[config.mk]
export PLATFORM = sky130hd
export DESIGN_NAME = rsa_modexp_core
export DESIGN_NICKNAME = d
export VERILOG_FILES = /design/src/rtl/rsa_modexp_core.sv
export SDC_FILE = /design/constraint.sdc
export NUM_CORES = 1
export LEC_CHECK = 0
export BUFFER_PORTS_ARGS = -buffer_cell sky130_fd_sc_hd__buf_2
export CAP_MARGIN = 0
export CORE_MARGIN = 10
export CORE_UTILIZATION = 39
export DETAILED_ROUTE_END_ITERATION = 12
export PLACE_DENSITY_LB_ADDON = 0.25
export SYNTH_ARGS = -nofsm -noshare
export SYNTH_HDL_FRONTEND = slang
export SYNTH_SLANG_ARGS = --single-unit
[constraint.sdc]
create_clock -name clk -period 11.08 [get_ports clk]
set_input_delay 1.108 -clock clk [delete_from_list [all_inputs] [get_ports clk]]
set_output_delay 1.108 -clock clk [all_outputs]
set_load 0.005 [all_outputs]
[src/rtl/rsa_modexp_core.sv]
// Modular exponentiation engine: result = base^exp mod n, using one bit-serial
// interleaved modular multiplier shared between the multiply and square steps.
module rsa_modexp_core #(
    parameter int WIDTH = 32
) (
    input  logic             clk,
    input  logic             reset_n,
    input  logic             start,
    input  logic             mode,
    input  logic [WIDTH-1:0] M,
    input  logic [WIDTH-1:0] e,
    input  logic [WIDTH-1:0] d,
    input  logic [WIDTH-1:0] n,
    output logic [WIDTH-1:0] result,
    output logic             busy,
    output logic             done,
    output logic             error
);

    localparam int CW = $clog2(WIDTH);

    typedef enum logic [2:0] {
        S_IDLE, S_REDUCE, S_CHECK, S_MUL, S_SQR, S_FIN, S_ERR
    } state_t;

    state_t           r_state;
    state_t           w_state_nxt;
    logic [WIDTH-1:0] r_n;
    logic [WIDTH-1:0] r_exp_sh;
    logic [WIDTH-1:0] r_base;
    logic [WIDTH-1:0] r_acc;
    logic [WIDTH-1:0] r_p;
    logic [WIDTH-1:0] r_a;
    logic [CW-1:0]    r_cnt;
    logic [WIDTH-1:0] r_result;
    logic             r_busy;
    logic             r_done;
    logic             r_error;

    logic             w_last;
    logic             w_sq_skip;
    logic [WIDTH:0]   w_n_ext;
    logic [WIDTH:0]   w_rem_sh;
    logic [WIDTH-1:0] w_rem;
    logic [WIDTH:0]   w_p2;
    logic [WIDTH:0]   w_p3;
    logic [WIDTH:0]   w_p4;
    logic [WIDTH-1:0] w_mul;

    assign w_last    = (r_cnt == CW'(WIDTH - 1));
    assign w_sq_skip = (r_exp_sh[WIDTH-1:1] == '0);
    assign w_n_ext   = {1'b0, r_n};

    // Restoring division step: r_p holds the partial remainder, r_a shifts the dividend out MSB-first.
    assign w_rem_sh = {r_p, r_a[WIDTH-1]};
    assign w_rem    = WIDTH'((w_rem_sh >= w_n_ext) ? (w_rem_sh - w_n_ext) : w_rem_sh);

    // Interleaved multiply step: P = 2P mod n, then P = (P + a_i*base) mod n. Both partials stay below 2n.
    assign w_p2  = {r_p, 1'b0};
    assign w_p3  = (w_p2 >= w_n_ext) ? (w_p2 - w_n_ext) : w_p2;
    assign w_p4  = w_p3 + (r_a[WIDTH-1] ? {1'b0, r_base} : '0);
    assign w_mul = WIDTH'((w_p4 >= w_n_ext) ? (w_p4 - w_n_ext) : w_p4);

    assign result = r_result;
    assign busy   = r_busy;
    assign done   = r_done;
    assign error  = r_error;

    // start acts as a request with no ready: it is accepted on any edge where the FSM is IDLE and ignored otherwise.
    always_comb begin
        w_state_nxt = r_state;
        unique case (r_state)
            S_IDLE:   if (start) w_state_nxt = (n == '0) ? S_ERR : S_REDUCE;
            S_REDUCE: if (w_last) w_state_nxt = (r_exp_sh == '0) ? S_FIN : S_CHECK;
            S_CHECK:  w_state_nxt = r_exp_sh[0] ? S_MUL : S_SQR;
            S_MUL:    if (w_last) w_state_nxt = S_SQR;
            S_SQR: begin
                if (w_sq_skip)   w_state_nxt = S_FIN;
                else if (w_last) w_state_nxt = S_CHECK;
            end
            S_FIN:    w_state_nxt = S_IDLE;
            S_ERR:    w_state_nxt = S_IDLE;
            default:  w_state_nxt = S_IDLE;
        endcase
    end

    always_ff @(posedge clk or negedge reset_n) begin
        if (!reset_n) begin
            r_state <= S_IDLE;
        end else begin
            r_state <= w_state_nxt;
        end
    end

    always_ff @(posedge clk or negedge reset_n) begin
        if (!reset_n) begin
            r_n      <= '0;
            r_exp_sh <= '0;
            r_base   <= '0;
            r_acc    <= '0;
            r_p      <= '0;
            r_a      <= '0;
            r_cnt    <= '0;
            r_result <= '0;
            r_busy   <= 1'b0;
            r_done   <= 1'b0;
            r_error  <= 1'b0;
        end else begin
            r_done <= 1'b0;
            unique case (r_state)
                S_IDLE: begin
                    if (start) begin
                        r_n      <= n;
                        r_exp_sh <= mode ? d : e;
                        r_a      <= M;
                        r_p      <= '0;
                        r_cnt    <= '0;
                        r_error  <= 1'b0;
                        r_busy   <= 1'b1;
                    end
                end
                S_REDUCE: begin
                    r_p   <= w_rem;
                    r_a   <= {r_a[WIDTH-2:0], 1'b0};
                    r_cnt <= r_cnt + CW'(1);
                    if (w_last) begin
                        r_base <= w_rem;
                        r_acc  <= (r_n == WIDTH'(1)) ? '0 : WIDTH'(1);
                        r_cnt  <= '0;
                    end
                end
                S_CHECK: begin
                    r_p   <= '0;
                    r_cnt <= '0;
                    r_a   <= r_exp_sh[0] ? r_acc : r_base;
                end
                S_MUL: begin
                    r_p   <= w_mul;
                    r_a   <= {r_a[WIDTH-2:0], 1'b0};
                    r_cnt <= r_cnt + CW'(1);
                    if (w_last) begin
                        r_acc <= w_mul;
                        r_p   <= '0;
                        r_a   <= r_base;
                        r_cnt <= '0;
                    end
                end
                S_SQR: begin
                    if (w_sq_skip) begin
                        r_exp_sh <= r_exp_sh >> 1;
                    end else begin
                        r_p   <= w_mul;
                        r_a   <= {r_a[WIDTH-2:0], 1'b0};
                        r_cnt <= r_cnt + CW'(1);
                        if (w_last) begin
                            r_base   <= w_mul;
                            r_exp_sh <= r_exp_sh >> 1;
                            r_cnt    <= '0;
                        end
                    end
                end
                S_FIN: begin
                    r_result <= r_acc;
                    r_done   <= 1'b1;
                    r_busy   <= 1'b0;
                end
                S_ERR: begin
                    r_result <= '0;
                    r_error  <= 1'b1;
                    r_done   <= 1'b1;
                    r_busy   <= 1'b0;
                end
                default: r_busy <= 1'b0;
            endcase
        end
    end

endmodule

* Word level (Yosys, flattened, before mapping)
Index checks and enable logic that the tools add are counted.
** Operators by class
- Add/sub/neg operators :: 5
- $lt $le $gt $ge :: 3
- Equality and inequality tests :: 14
- Multiplexer cells :: 44
- Bitwise logic cells :: 1
- Reduce and logical (&&, ||, !) cells :: 23
** Operator list (count)
- 32-bit 2-to-1 mux :: 18
- 32-bit case mux with 5 select lines :: 2
- 32-bit case mux with 2 select lines :: 4
- 33-bit by 32-bit greater-or-equal comparator with 1-bit output :: 3
- 32-bit zero test :: 2
- 32-bit subtractor :: 2
- 33-bit by 32-bit adder with 33-bit output :: 1
- 33-bit 2-to-1 mux :: 1
- 33-bit by 32-bit subtractor with 33-bit output :: 1
- 32-bit by 1-bit == test with 1-bit output (second input constant) :: 1
- 31-bit zero test :: 1
- 3-bit 2-to-1 mux :: 8
- 5-bit case mux with 4 select lines :: 1
- 5-bit 2-to-1 mux :: 3
- 3-bit case mux with 5 select lines :: 1
- 3-bit AND reduction :: 4
- 2-bit inequality test (second input constant) :: 5
- 2-bit nonzero test :: 5
- 3-bit == test (second input constant) :: 3
- 4-bit AND reduction :: 2
- 3-bit by 2-bit == test with 1-bit output (second input constant) :: 2
- 2-bit AND reduction :: 3
- 5-bit by 1-bit adder with 5-bit output (second input constant) :: 1
- 5-bit == test (second input constant) :: 1
- 10 further kinds :: 15
** Storage, ports and cells
- Flip-flop bits (word level) :: 235
- Word-level logic and storage cells :: 102

* Logic depth before layout (Yosys ltp)
- Word-level depth :: 8
- Mapped depth :: 35
- Mapped depth without buffers :: 31

* Worst setup path after synthesis
No wires, ideal clock.
- Kind :: register -> register
- Start point :: register r_n[4]
- End point :: register r_base[23]
- Library setup time :: 0.126 ns
- Arrival :: 6.941 ns
- Data required time :: 10.954 ns
- Slack :: 4.013 ns
- Cell stages (with the launch flop) :: 34
- Path buffers :: 4
- Period minus slack after synthesis :: 7.067 ns
- Cell sequence :: dfrtp_1 inv_1 ha_1 clkbuf_1 a21o_1 a31oi_1 and4b_1 nand3b_4 a311o_1 nor2_1 clkbuf_1 nand2_1 o21ai_0 ha_1 a21o_1 or3_1 o22a_1 a21oi_1 o31ai_1 a221oi_1 xnor2_1 ha_1 clkbuf_1 a21o_1 a21o_1 a21oi_1 nand2_1 o21ai_1 o22ai_1 a2111oi_2 a21o_1 buf_6 mux2_4 a221o_1
** Between the ends
- Word-level cells in the longest chain between the ends :: 8
- Elaborated cells between the ends (all ways) :: 14
- Classes of those cells :: add/sub: 4; order compare: 3; mux: 7
** Ends and longest elaborated chain
- from (decl) :: RTL line 28 : logic [WIDTH-1:0] r_n;
- from (signal assigned) :: RTL line 113 : r_n <= n;
- 33-bit by 32-bit subtractor with 33-bit output or 33-bit by 32-bit greater-or-equal comparator with 1-bit output (tied branches) :: RTL line 60 : assign w_p3 = (w_p2 >= w_n_ext) ? (w_p2 - w_n_ext) : w_p2;
- 33-bit 2-to-1 mux :: RTL line 60
- 33-bit by 32-bit adder with 33-bit output :: RTL line 61 : assign w_p4 = w_p3 + (r_a[WIDTH-1] ? {1'b0, r_base} : '0);
- 32-bit subtractor or 33-bit by 32-bit greater-or-equal comparator with 1-bit output (tied branches) :: RTL line 62 : assign w_mul = WIDTH'((w_p4 >= w_n_ext) ? (w_p4 - w_n_ext) : w_p4);
- 32-bit 2-to-1 mux :: RTL line 62
- 32-bit 2-to-1 mux :: RTL line 155 : if (w_last) begin
- 32-bit 2-to-1 mux :: RTL line 149 : if (w_sq_skip) begin
- 32-bit case mux with 2 select lines (*) :: RTL line 110 : unique case (r_state)
- to (signal assigned) :: RTL line 127 : r_base <= w_rem;
- to (signal assigned) :: RTL line 156 : r_base <= w_mul;
- to (decl) :: RTL line 30 : logic [WIDTH-1:0] r_base;
Mark *: on every way between the ends. The rest lies on a longest branch, timed or not. The select of a mux whose other input is x is not followed.
A chain may end at the register's enable or synchronous reset.

* Final worst setup path
- Start point :: register r_n[16]
- End point :: register r_base[23]
The elaborated chain is that of the path after synthesis.

==> impl_metrics.yaml <==
cts:
  holdBufCountCts: 0
  cts_buffers: 29
  cts_sinks: 235
  root_buffer: "clkbuf_16"
  cts-htree-levels: 1
  clk_pin_slew_ns: 0.06
  postCtsResizedCells: 0
  clockBufferDepth: 3
  cts_tree: "built"
  worstSkewPairLatency_ns: 0.60
  cts_setup_buffers: 0
place:
  io_buffer_count: 166
  pre_cts_slack_ns: 2.031
  place_inst: 2813
  place_hpwl_mm: 57.21
  globalplace.congestion: 0.9653
timing:
  setup_viol: 0
  rsz0062_at_grt: "no"
  slew-limit-headroom_pct: 28.69
  final.setup.worst_slack_ns: 1.695
  whs_ns: 0.4741
  fin_setup_tns_ns: 0
  clock_skew_ns: 0.01621
  fmax_mhz: 106.6
  fin_crit_ns: 9.385
  worstMarginPinSlew_ns: 1.066
  slew_violations: 0
  period_share_pct: 84.70
  finalHoldViolCount: 0
yosys:
  netlist_instances: 2165
  synth_top_family_by_area: "compound AO/OA/AOI/OAI gates"
  synth_area_leaders: "dfrtp_1, ha_1, nand2_1, a21oi_1, o21ai_0"
  synth_top_area_cell: "dfrtp_1"
  synth_edf_count: 0
  synth-main-ff-cell: "dfrtp_1"
  synthArstFlopShare_pct: 100.0
  synth_common_cells: "nand2_1, dfrtp_1, a21oi_1, o21ai_0, nor2_1"
  synthSimpleGateAreaFrac_pct: 17.28
  netlist-cell-type-count: 75
  synthesis.area_sq_um: 17790
  yosys-mux-area-fraction_pct: 4.261
  ys_warn_count: 0
  synthAdderAreaFrac_pct: 7.411
  synth.most_common_cell: "nand2_1"
  synthXorXnorAreaFrac_pct: 5.709
  synth_top_area_share_pct: 33.05
  ys_seq_area_share_pct: 33.05
  mappedNetlistNets: 2400
  synth_compound_area_share_pct: 27.51
  avgSynthCellArea_sq_um: 8.219
  synth_seq_cells: 235
final_layout:
  diodes: 0
  finalNetCount: 2479
  layout-drive-gt1-share_pct: 12.22
  area_delta_synth_final_pct: 12.38
  fin_cells: 2866
setup_path:
  cpMostUsedCell: "a21oi_1"
  worstSetupStartpointType: "flop"
  end_kind: "flop"
  rrSetupSlack_ns: 1.69
  worstPathMaxFanout: 33
  slowest_delay_ns: 0.54
  crit_type: "reg2reg"
  crit_arrival_ns: 9.86
  crit_required_ns: 11.56
  worst_path_max_delay_cell: "buf_4"
grt:
  antenna_found_initial: 0
  grt_max_degree: 94
  grt_pass1_wl_mm: 107.0
  grt_pass1_vias: 16780
  grt-ovfl-total: 0
  grt_usage_pct: 25.76
detailed_routing:
  final_antenna_net_count: 0
  viasPerCell: 6.082
  drtIter0Drc: 1699
  first_pass_iters: 9
  avgRoutedWirePerCell_microns: 25.18
  drc_errors: 0
  vias: 17430
  wirelength_mm: 72.16
status:
  status: "finished clean"
floorplanning:
  core_area_sq_um: 45280
  dieArea_sq_um: 54570
  ios: 167
  start_util_pct: 39.30
  die_w_microns: 233.6
  dieHeight_microns: 233.6
  fp-row-count: 78
run:
  max_cap_violations: 0
hold_path:
  hold_path.class: "reg2reg"
[registers in the layout, summed over array words and instances, names as in the netlist]
register	flops
r_acc	32
r_state	3
done	1
error	1
r_n	32
r_a	32
busy	1
r_cnt	5
r_p	32
result	32
r_exp_sh	32
r_base	32
[metrics by stage]
step	util (%)	instance area [sq um]
finish	44.16	20000
global route	44.16	20000
CTS	44.16	20000
detailed placement	42.07	19050
global placement	42.07	19050
floorplan	-	17790
[logic make-up after synthesis]
kind of cell               after synthesis
xor gates and xnor gates               116
AOI/OAI and AO/OA                      757
muxes                                   75
DFF                                    235
and+or+nand+nor                        670
adders and majority gates              103
buffers and inverters                  209
[critical path: cells and delay by family (launching register included)]
kind                       cells  cell delay [ns]
DFF                            1             0.39
and+or+nand+nor                7             1.64
buffers and inverters          3             0.86
muxes                          2             0.69
AOI/OAI and AO/OA             15             3.95
adders and majority gates      3             1.23
xor gates and xnor gates       1             0.50
[final cells by class]
cell class / instances / area, sq um
Fill cell: 4522 / 25290
Multi-Input combinational cell: 1721 / 11150
Sequential cell: 235 / 5881
Timing Repair Buffer: 190 / 1021
Clock buffer: 40 / 827.0
Tap cell: 600 / 750.7
Inverter: 67 / 251.5
Clock inverter: 13 / 120.1
[cell usage in the layout (no fill, tap or decap), types with 23 or more instances in the layout]
| master | n |
|---|---|
| a22o_1 | 39 |
| nor2_1 | 141 |
| nand4_1 | 36 |
| a21oi_1 | 206 |
| buf_4 | 24 |
| o221ai_1 | 56 |
| nor4_1 | 29 |
| and2_1 | 38 |
| xnor2_1 | 67 |
| a222oi_1 | 32 |
| a21o_1 | 80 |
| nand2_1 | 307 |
| xor2_1 | 48 |
| clkbuf_16 | 29 |
| ha_1 | 99 |
| mux2i_1 | 72 |
| nor3_1 | 23 |
| inv_1 | 67 |
| dfrtp_1 | 235 |
| buf_2 | 165 |
| o21ai_0 | 185 |
| o21ai_1 | 25 |
[routing by layer]
metal	share of wire, %	up-vias	global-route usage (%)	wire length [microns]
met4	2.9	0	6.813	2089
met5	0	-	0	0
met2	43	737	38.25	31150
li1	-	8064	-	-
met1	45	8529	36.78	32210
met3	9.3	100	5.909	6707
[final timing paths]
path / endpoint / startpoint / cells past startpoint
worst min register to register: r_a[21] / r_a[21] / 1
worst max-delay path: r_base[23] / r_n[16] / 31
max in group asynchronous: r_cnt[0] / reset_n / 2
worst max register to register: r_base[23] / r_n[16] / 31
worst min-delay path: r_a[21] / r_a[21] / 1
min in group asynchronous: r_n[15] / reset_n / 1
Power is left out: the tool's default activity adds up to more than one toggle a clock period on the data nets, which glitch-free logic cannot reach.
